--- config.mk ---
export PLATFORM = sky130hd
export DESIGN_NAME = alu_issue_flat
export DESIGN_NICKNAME = d
export VERILOG_FILES = /design/src/rtl/alu_issue_if.sv /design/src/rtl/alu_issue.sv /design/src/flat_wrapper.sv
export SDC_FILE = /design/constraint.sdc
export NUM_CORES = 1
export LEC_CHECK = 0
export ABC_AREA = 1
export CORE_UTILIZATION = 42
export CTS_CLUSTER_SIZE = 16
export DETAILED_ROUTE_END_ITERATION = 8
export GPL_ROUTABILITY_DRIVEN = 0
export GPL_TIMING_DRIVEN = 0
export PLACE_DENSITY = 0.8
export SYNTH_ARGS = -nofsm -noshare
export SYNTH_HDL_FRONTEND = slang
export SYNTH_SLANG_ARGS = --single-unit
--- constraint.sdc ---
create_clock -name clk -period 1.7 [get_ports clk]
set_input_delay 0.34 -clock clk [delete_from_list [all_inputs] [get_ports clk]]
set_output_delay 0.34 -clock clk [all_outputs]
set_load 0.03 [all_outputs]
--- src/rtl/alu_issue_if.sv ---
// Issue-stage bus: upstream offer (instr, pc, operands), flush, and the held decoded result.
// master drives instructions toward the stage; slave is the issue stage itself.
interface alu_issue_if #(parameter int WIDTH = 32);
    logic             flush;
    logic             in_valid;
    logic             in_ready;
    logic [31:0]      in_instr;
    logic [WIDTH-1:0] in_pc;
    logic [WIDTH-1:0] in_rs1_val;
    logic [WIDTH-1:0] in_rs2_val;
    logic             out_valid;
    logic             out_ready;
    logic [3:0]       out_alusel;
    logic [WIDTH-1:0] out_a;
    logic [WIDTH-1:0] out_b;
    logic [4:0]       out_rd;
    logic             out_rd_we;
    logic             out_illegal;
    logic [WIDTH-1:0] out_pc;

    modport master (
        output flush, in_valid, in_instr, in_pc, in_rs1_val, in_rs2_val, out_ready,
        input  in_ready, out_valid, out_alusel, out_a, out_b, out_rd, out_rd_we,
               out_illegal, out_pc
    );

    modport slave (
        input  flush, in_valid, in_instr, in_pc, in_rs1_val, in_rs2_val, out_ready,
        output in_ready, out_valid, out_alusel, out_a, out_b, out_rd, out_rd_we,
               out_illegal, out_pc
    );
endinterface

--- src/rtl/alu_issue.sv ---
// RV32I issue stage: decodes ALU select and operands into a one-deep register.
// Latency 1 cycle from capture to out_valid.
// Backpressure: in_ready = !out_valid || out_ready; a stalled result holds all outputs.
module alu_issue #(
    parameter int WIDTH = 32
) (
    input  logic       clk,
    input  logic       rst_n,
    alu_issue_if.slave bus
);
    localparam logic [6:0] OPC_OP     = 7'b0110011;
    localparam logic [6:0] OPC_OP_IMM = 7'b0010011;
    localparam logic [6:0] OPC_LUI    = 7'b0110111;
    localparam logic [6:0] OPC_AUIPC  = 7'b0010111;
    localparam logic [6:0] OPC_LOAD   = 7'b0000011;
    localparam logic [6:0] OPC_STORE  = 7'b0100011;
    localparam logic [6:0] F7_BASE    = 7'b0000000;
    localparam logic [6:0] F7_ALT     = 7'b0100000;

    typedef struct packed {
        logic [3:0]       alusel;
        logic [WIDTH-1:0] a;
        logic [WIDTH-1:0] b;
        logic [4:0]       rd;
        logic             rd_we;
        logic             illegal;
        logic [WIDTH-1:0] pc;
    } issue_t;

    issue_t           d;
    issue_t           q;
    logic             q_vld;
    logic             capture;
    logic [6:0]       opcode;
    logic [6:0]       funct7;
    logic [2:0]       funct3;
    logic             legal;
    logic             is_shift;
    logic [WIDTH-1:0] imm_i;
    logic [WIDTH-1:0] imm_s;
    logic [WIDTH-1:0] imm_u;
    logic [WIDTH-1:0] b_raw;

    // alt selects sub/sra; OP-IMM passes 0 for funct3 000 since addi has no subi.
    function automatic logic [3:0] f3_to_sel(input logic [2:0] f3, input logic alt);
        logic [3:0] sel;
        case (f3)
            3'd0:    sel = alt ? 4'd1 : 4'd0;
            3'd1:    sel = 4'd2;
            3'd2:    sel = 4'd3;
            3'd3:    sel = 4'd4;
            3'd4:    sel = 4'd5;
            3'd5:    sel = alt ? 4'd7 : 4'd6;
            3'd6:    sel = 4'd8;
            default: sel = 4'd9;
        endcase
        return sel;
    endfunction

    always_comb begin
        opcode   = bus.in_instr[6:0];
        funct3   = bus.in_instr[14:12];
        funct7   = bus.in_instr[31:25];
        imm_i    = WIDTH'($signed(bus.in_instr[31:20]));
        imm_s    = WIDTH'($signed({bus.in_instr[31:25], bus.in_instr[11:7]}));
        imm_u    = WIDTH'($signed({bus.in_instr[31:12], 12'b0}));
        legal    = 1'b1;
        b_raw    = '0;
        d        = '0;
        d.rd     = bus.in_instr[11:7];
        d.pc     = bus.in_pc;

        case (opcode)
            OPC_OP: begin
                legal    = (funct7 == F7_BASE) ||
                           ((funct7 == F7_ALT) && ((funct3 == 3'd0) || (funct3 == 3'd5)));
                d.alusel = f3_to_sel(funct3, funct7[5]);
                d.a      = bus.in_rs1_val;
                b_raw    = bus.in_rs2_val;
                d.rd_we  = 1'b1;
            end
            OPC_OP_IMM: begin
                if (funct3 == 3'd1)
                    legal = (funct7 == F7_BASE);
                else if (funct3 == 3'd5)
                    legal = (funct7 == F7_BASE) || (funct7 == F7_ALT);
                d.alusel = f3_to_sel(funct3, (funct3 == 3'd5) && funct7[5]);
                d.a      = bus.in_rs1_val;
                b_raw    = imm_i;
                d.rd_we  = 1'b1;
            end
            OPC_LUI: begin
                b_raw   = imm_u;
                d.rd_we = 1'b1;
            end
            OPC_AUIPC: begin
                d.a     = bus.in_pc;
                b_raw   = imm_u;
                d.rd_we = 1'b1;
            end
            OPC_LOAD: begin
                d.a     = bus.in_rs1_val;
                b_raw   = imm_i;
                d.rd_we = 1'b1;
            end
            OPC_STORE: begin
                d.a   = bus.in_rs1_val;
                b_raw = imm_s;
            end
            default: legal = 1'b0;
        endcase

        // The ALU shifts by the whole of B, so only the 5-bit shamt may reach it.
        is_shift = (d.alusel == 4'd2) || (d.alusel == 4'd6) || (d.alusel == 4'd7);
        d.b      = is_shift ? WIDTH'(b_raw[4:0]) : b_raw;

        if (!legal) begin
            d.alusel  = '0;
            d.a       = '0;
            d.b       = '0;
            d.rd_we   = 1'b0;
            d.illegal = 1'b1;
        end
        if (d.rd == 5'd0)
            d.rd_we = 1'b0;
    end

    assign bus.in_ready = !q_vld || bus.out_ready;
    assign capture      = bus.in_valid && bus.in_ready && !bus.flush;

    always_ff @(posedge clk) begin
        if (!rst_n) begin
            q_vld <= 1'b0;
            q     <= '0;
        end else if (bus.flush) begin
            q_vld <= 1'b0;
        end else if (capture) begin
            q_vld <= 1'b1;
            q     <= d;
        end else if (bus.out_ready) begin
            q_vld <= 1'b0;
        end
    end

    assign bus.out_valid   = q_vld;
    assign bus.out_alusel  = q.alusel;
    assign bus.out_a       = q.a;
    assign bus.out_b       = q.b;
    assign bus.out_rd      = q.rd;
    assign bus.out_rd_we   = q.rd_we;
    assign bus.out_illegal = q.illegal;
    assign bus.out_pc      = q.pc;
endmodule

--- src/flat_wrapper.sv ---
// flat-port wrapper written by rule: the top's interface ports become plain ports
module alu_issue_flat 
#(
    parameter int WIDTH = 32
)
  (clk, rst_n, bus_flush, bus_in_valid, bus_in_instr, bus_in_pc, bus_in_rs1_val, bus_in_rs2_val, bus_out_ready, bus_in_ready, bus_out_valid, bus_out_alusel, bus_out_a, bus_out_b, bus_out_rd, bus_out_rd_we, bus_out_illegal, bus_out_pc);
  alu_issue_if #(.WIDTH(WIDTH)) bus_i ();
  input  logic clk;
  input  logic rst_n;
  input wire logic [$bits(bus_i.flush)-1:0] bus_flush;
  input wire logic [$bits(bus_i.in_valid)-1:0] bus_in_valid;
  input wire logic [$bits(bus_i.in_instr)-1:0] bus_in_instr;
  input wire logic [$bits(bus_i.in_pc)-1:0] bus_in_pc;
  input wire logic [$bits(bus_i.in_rs1_val)-1:0] bus_in_rs1_val;
  input wire logic [$bits(bus_i.in_rs2_val)-1:0] bus_in_rs2_val;
  input wire logic [$bits(bus_i.out_ready)-1:0] bus_out_ready;
  output wire logic [$bits(bus_i.in_ready)-1:0] bus_in_ready;
  output wire logic [$bits(bus_i.out_valid)-1:0] bus_out_valid;
  output wire logic [$bits(bus_i.out_alusel)-1:0] bus_out_alusel;
  output wire logic [$bits(bus_i.out_a)-1:0] bus_out_a;
  output wire logic [$bits(bus_i.out_b)-1:0] bus_out_b;
  output wire logic [$bits(bus_i.out_rd)-1:0] bus_out_rd;
  output wire logic [$bits(bus_i.out_rd_we)-1:0] bus_out_rd_we;
  output wire logic [$bits(bus_i.out_illegal)-1:0] bus_out_illegal;
  output wire logic [$bits(bus_i.out_pc)-1:0] bus_out_pc;
  assign bus_i.flush = bus_flush;
  assign bus_i.in_valid = bus_in_valid;
  assign bus_i.in_instr = bus_in_instr;
  assign bus_i.in_pc = bus_in_pc;
  assign bus_i.in_rs1_val = bus_in_rs1_val;
  assign bus_i.in_rs2_val = bus_in_rs2_val;
  assign bus_i.out_ready = bus_out_ready;
  assign bus_in_ready = bus_i.in_ready;
  assign bus_out_valid = bus_i.out_valid;
  assign bus_out_alusel = bus_i.out_alusel;
  assign bus_out_a = bus_i.out_a;
  assign bus_out_b = bus_i.out_b;
  assign bus_out_rd = bus_i.out_rd;
  assign bus_out_rd_we = bus_i.out_rd_we;
  assign bus_out_illegal = bus_i.out_illegal;
  assign bus_out_pc = bus_i.out_pc;
  alu_issue #(.WIDTH(WIDTH)) u_core (.clk(clk), .rst_n(rst_n), .bus(bus_i));
endmodule
==> results.md, run 1 <==
* Status: complete, no violations
* PnR Total Power at 5.99 mW
* Ant diodes at 0
* CP Data Required Time at 1.97 ns
* CP Capture Type: flip-flop
* Synth Area in Adders at 0%
* Vias/cell at 5.25
* Yosys reg bits at 108
* Tcrit/Tclk final at 98.9%
* Num ports at 242
* FF+latch area at 2160 um^2
* Remaining DRCs at 0
* R2R Path End: u_core.bus.out_rd_we
* DRT antenna net count at 0
* Final-report setup violation count at 0
* Warnings, synthesis at 0
* Pre-CTS worst setup slack at -0.873 ns
* LEAKAGE at 4.15 nW
* Largest net degree at the start of global routing at 19
* Crit path to: u_core.bus.out_b[27]
* Final Hold Fails at 0
* Post-route cell area at 8740 um^2
* Syn Area/Cell at 6.63 um^2
* Syn Inst Count at 806
* Shortest period the worst path allows at 1.68 ns
* R2R setup slack at 0.12 ns
* DIE HEIGHT at 115 um
* Area leader, netlist: dfxtp_1
* Synth Area in Simple Gates at 31.4%
* Drt pass-1 iters at 5
* Htree depth at 3
* Slowest library cell on the worst path: dlygate4sd2_1
* DP Area at 7960 um^2
* First-pass GRT wire length at 31.0 mm
* Startpoint types: primary input
* Filler cell count at 1072
* Die Width at 115 um
* Placeable Area at 12200 um^2
* CP Cell Sequence: dlygate4sd2_1, inv_2, nand2_4, nor2_4, buf_6, nand2_1, nand2_1, nand2_4, clkbuf_8, a21oi_1, nand3_1, a21oi_1
* Grt ovf at 0
* Clk slew on worst S/H paths at 0.07 ns
* Fin nets at 1211
* Initial DRC count at 606
* Layout cells sized above 1 at 12.0%
* Crit path arrival time at 1.95 ns
* Critical Setup Path Class: primary input to flip-flop
* Clock Skew at 0.00686 ns
* Pins Over Slew Limit at 0
* Via count at 6568
* Commonest non-fill, non-tap cell in the layout: nand2_1
* Largest family of logic cells by synthesized area: simple AND/OR/NAND/NOR gates
* XOR/XNOR Fraction of Synth Area at 0%
* Row cnt at 40
* Wire per inst at 16.4 um
* P per Cell Area at 684 nW/um^2
* Worst r2r src: u_core.bus.out_valid
* RSZ-0062 raised after global routing: yes
* Max FO, Critical Path at 5
* CP Launch Point: bus_in_instr[2]
* Starting Density at 43.8%
* Worst-Skew Late Latency at 0.35 ns
* Root Buffer: clkbuf_16
* Max_slew headroom at 62.4%
* Vias in the first global route at 6158
* Post-synth top area share at 40.5%
* Synth cell types at 25
* Crit path largest cell delay at 0.26 ns
* Net count after synthesis at 939
* Worst slew pin tran at 0.563 ns
* CTS Buffer Depth at 2
* Max-Cap Viols at 0
* Mux cell area share after synthesis at 0%
* R2r worst-path depth at 9
* Num CTS Buffers at 9
* Sequential area share after synthesis at 40.5%
* Compound-Gate Fraction of Synth Area at 17.9%
* Most frequent cells in the layout: nand2_1, nand3_1, a21oi_1
* Fmax at 595 MHz
* Initial antenna violation count at 0
* Final wirelength at 20.5 mm
* Hold slack at 0.311 ns
* Die Area at 13200 um^2
* PortBufs at 240
* Hpwl dp at 14.9 mm
* Synth-to-Final Area Change at 63.6%
* Clock Sinks at 108
* Worst setup margin at 0.0181 ns
* Maximum VDD drop at 519 uV
* GRT Util Overall at 30.3%
* Hold Crit Class: primary input to flip-flop
* Post-Syn Area at 5340 um^2
* Multi-input logic area at 2790 um^2
* Ranking of synthesized cells by area: dfxtp_1, nand2_1, nand3_1, a21oi_1, o21ai_0
* CTS tree: built
registers in the layout, indices dropped and copies added (netlist names):
signal,cells
u_core.bus.out_rd_we,1
u_core.bus.out_rd,5
u_core.bus.out_valid,1
u_core.bus.out_illegal,1
u_core.bus.out_a,32
u_core.bus.out_b,32
u_core.bus.out_pc,32
u_core.bus.out_alusel,4
cell type report:
cell class,instances,share of cell area [%]
Clock inverter,5,1.07
Buffer,62,5.52
Inverter,64,2.83
Clock buffer,11,2.78
Sequential cell,108,24.7
Tap cell,168,2.40
Multi-Input combinational cell,572,32.0
Timing Repair Buffer,261,28.7
through the flow:
step | utilization, % | std cells | setup TNS [ns]
floorplan | - | 806 | 0
global placement | 65.2 | 1214 | -75.41
detailed placement | 65.2 | 1214 | -78.36
CTS | 70.1 | 1246 | -0.0386
global route | 71.6 | 1251 | -0.0469
finish | 71.6 | 1251 | 0
kinds of logic after synthesis:
group | after synthesis
AO/OA/AOI/OAI | 190
flip-flops | 108
AND/OR/NAND/NOR | 381
buffers and inverters | 127
cells in the mapped netlist (all sizes together):
cell type and n:
or2 1, a21oi 128, clkinv 1, buf 34, dfxtp 108, nand4 8
clkbuf 29, nor2 28, nand3 143, o21ai 60, a31oi 1, nor3 2
inv 63, nand2 199, a211oi 1
power by group:
group          internal (mW)  leakage [nW]  switching, mW
clock                   1.36         0.163           1.02
sequential              2.58         0.876         0.0269
combinational          0.454          3.11          0.543
worst min-delay path by stage:
stage | start | endpoint | cells past startpoint | slack, ns
6_report | bus_out_ready | u_core.bus.out_valid | 4 | 0.31
5_1_grt | bus_out_ready | u_core.bus.out_valid | 4 | 0.32
4_1_cts | rst_n | u_core.bus.out_pc[14] | 3 | 0.40
3_5_place_dp | u_core.bus.out_pc[11] | u_core.bus.out_pc[11] | 2 | 0.45
3_3_place_gp | u_core.bus.out_pc[2] | u_core.bus.out_pc[2] | 2 | 0.45
2_1_floorplan | bus_flush | u_core.bus.out_valid | 1 | 0.42
per-layer routing:
| metal | vias to the layer above | wire length, um | track usage [%] |
|---|---|---|---|
| li1 | 3218 | - | - |
| met1 | 2990 | 8530 | 37.6 |
| met2 | 297 | 9610 | 50.9 |
| met3 | 63 | 1780 | 8.28 |
| met4 | 0 | 628 | 10.5 |
| met5 | - | 0 | 0 |
repair_timing:
item	in CTS	in global routing
pin swaps	11	10
resized for setup	193	71
hold endpoints to repair	0	0
setup endpoints to repair	199	124
hold buffers	0	0
gates cloned	5	2
setup buffers	12	3
critical path, delay by kind of cell:
kind / cells / cell delay, ns
and+or+nand+nor: 6 / 0.68
AOI/OAI and AO/OA: 2 / 0.29
buffers and inverters: 4 / 0.64
(Power assumes the default switching activity.)
==> run 2, diff against run 1 <==
Clock period 1.7 ns to 1.8 ns, I/O delays scaled along.
==> results.md, run 2 (synthesis gave the netlist of run 1 again) <==
* Status: complete, no violations
* Filler cell count at 1029 (-4.0%)
* Crit path largest cell delay at 0.71 ns (+0.45 ns)
* Clock Sinks at 108 (unchanged)
* Grt ovf at 0 (unchanged)
* Htree depth at 3 (unchanged)
* Clk slew on worst S/H paths at 0.07 ns (about the same)
* Root Buffer: clkbuf_16
* Shortest period the worst path allows at 1.77 ns
* First-pass GRT wire length at 30.8 mm (-0.62%)
* Maximum VDD drop at 590 uV (+14%)
* Die Width at 115 um (unchanged)
* Crit path arrival time at 1.41 ns (-0.54 ns)
* Drt pass-1 iters at 7 (+2)
* Max_slew headroom at 56.0% (-6.5 points)
* Post-CTS Hold Fix Bufs at 0 (unchanged)
* Initial DRC count at 625 (+3.1%)
* Fmax at 565 MHz
* Fin nets at 1205 (-0.50%)
* Worst slew pin tran at 0.660 ns (+0.0968 ns)
* FF+latch area at 2160 um^2 (unchanged)
* Wire per inst at 16.6 um (+1.1%)
* Layout cells sized above 1 at 12.9% (+0.90 points)
* Max FO, Critical Path at 2 (-3)
* Worst setup margin at 0.0309 ns (+0.0128 ns)
* Row cnt at 40 (unchanged)
* Largest net degree at the start of global routing at 18 (-1)
* Final-report setup violation count at 0 (unchanged)
* LEAKAGE at 3.47 nW (-17%)
* CP Data Required Time at 1.44 ns (-0.53 ns)
* Remaining DRCs at 0 (unchanged)
* Hold Crit Class: primary input to flip-flop
* RSZ-0062 raised after global routing: no
* Slowest library cell on the worst path: clkdlybuf4s50_1
* Pins Over Slew Limit at 0 (unchanged)
* Final wirelength at 20.7 mm (+0.66%)
* CP Cell Sequence: clkdlybuf4s50_1
* Worst r2r src: u_core.bus.out_valid
* Synth-to-Final Area Change at 64.8%
* Worst Path Buf+Inv at 1 (-3)
* Max-Cap Viols at 0 (unchanged)
* Commonest non-fill, non-tap cell in the layout: clkdlybuf4s50_1
* Num CTS Buffers at 9 (unchanged)
* Final Hold Fails at 0 (unchanged)
* GRT Util Overall at 30.1% (-0.27 points)
* DIE HEIGHT at 115 um (unchanged)
* Pre-CTS worst setup slack at -0.821 ns (+0.0526 ns)
* Top cell family by delay on the critical path: buffers and inverters
* Num ports at 242 (unchanged)
* Hpwl dp at 14.9 mm (+0.40%)
* CTS Buffer Depth at 2 (unchanged)
* Via count at 6682 (+1.7%)
* CP Capture Type: output port
* Critical Setup Path Class: flip-flop to output port
* Clock Skew at 0.00685 ns (-0.0000193 ns)
* PortBufs at 240 (unchanged)
* Vias/cell at 5.36 (+2.1%)
* Hold slack at 0.414 ns (+0.103 ns)
* Tcrit/Tclk final at 98.3%
* P per Cell Area at 612 nW/um^2 (-11%)
* Hold path startpoint: rst_n
* Startpoint types: flip-flop
* Multi-input logic area at 2850 um^2 (+2.0%)
* DRT antenna net count at 0 (unchanged)
* Starting Density at 43.8% (unchanged)
* Worst-Skew Late Latency at 0.35 ns (about the same)
* CTS tree: built
* Vias in the first global route at 6253 (+1.5%)
* Placeable Area at 12200 um^2 (unchanged)
* Most frequent cells in the layout: clkdlybuf4s50_1, nand2_1, nand3_1
* Initial antenna violation count at 1 (+1)
* Die Area at 13200 um^2 (unchanged)
* CP Launch Point: u_core.bus.out_rd[4]
-- run 2: changes by cell type in the layout (fill, tap and decap cells not counted), moves of 4 or more --
cell	change
clkdlybuf4s50_1	+106
dlygate4sd2_1	-100
a21oi_2	+13
dlymetal6s2s_1	-6
buf_4	-10
o21ai_1	+4
a21oi_1	-13
buf_2	+5
o21ai_0	-4
-- run 2: area by class of cell --
| class | count | share of cell area [%] |
|---|---|---|
| tap | 168 | 2.39 |
| multi-input combinational | 572 | 32.4 |
| clock buffer | 12 | 2.91 |
| antenna | 1 | 0.0284 |
| buffer | 62 | 5.19 |
| timing repair buffer | 255 | 29.5 |
| inverter | 64 | 2.76 |
| sequential | 108 | 24.5 |
| clock inverter | 4 | 0.355 |
-- run 2: power breakdown --
part / switching [mW] / internal [mW]
Combinational: 0.514 / 0.459
Sequential: 0.0274 / 2.44
Clock: 0.928 / 1.02
-- run 2: final timing paths --
path / to / slack (ns) / depth (start not counted)
setup / recovery: bus_out_rd[4] / 0.03 / 1
hold / removal: u_core.bus.out_pc[15] / 0.41 / 3
setup reg to reg: u_core.bus.out_pc[11] / 0.27 / 8
hold reg to reg: u_core.bus.out_a[13] / 0.46 / 2
-- run 2: through the flow --
stage                     power [mW]  util (%)  cell area [um^2]  TNS (ns)  std cells
after floorplan                 2.89         -              5340         0        806
after global placement          3.41      65.2              7960    -69.27       1214
after detailed placement        3.42      65.2              7960    -69.91       1214
after CTS                       5.36      69.0              8430   -0.0248       1237
after global routing            5.58      72.1              8810         0       1246
final                           5.39      72.1              8810         0       1246
-- run 2: timing repair --
action	4_1_cts	5_1_grt
gates cloned	0	5
pin swaps	6	12
buffers inserted	8	3
setup endpoints to repair	108	110
resized for setup	59	106
hold endpoints to repair	0	0
-- run 2: layer usage --
layer | track usage [%] | vias to the layer above | wire length, um | share of wire [%]
li1 | - | 3217 | - | -
met1 | 36.6 | 3053 | 8300 | 40
met2 | 49.7 | 358 | 9680 | 47
met3 | 7.43 | 54 | 2060 | 10
met4 | 14.9 | 0 | 638 | 3.1
met5 | 0 | - | 0 | 0
==> run 3, diff against run 2 <==
Settings changed: SLEW_MARGIN set to 15.
==> results of run 3 <==
Final layout, timing and power as in run 2 (identical DEF).
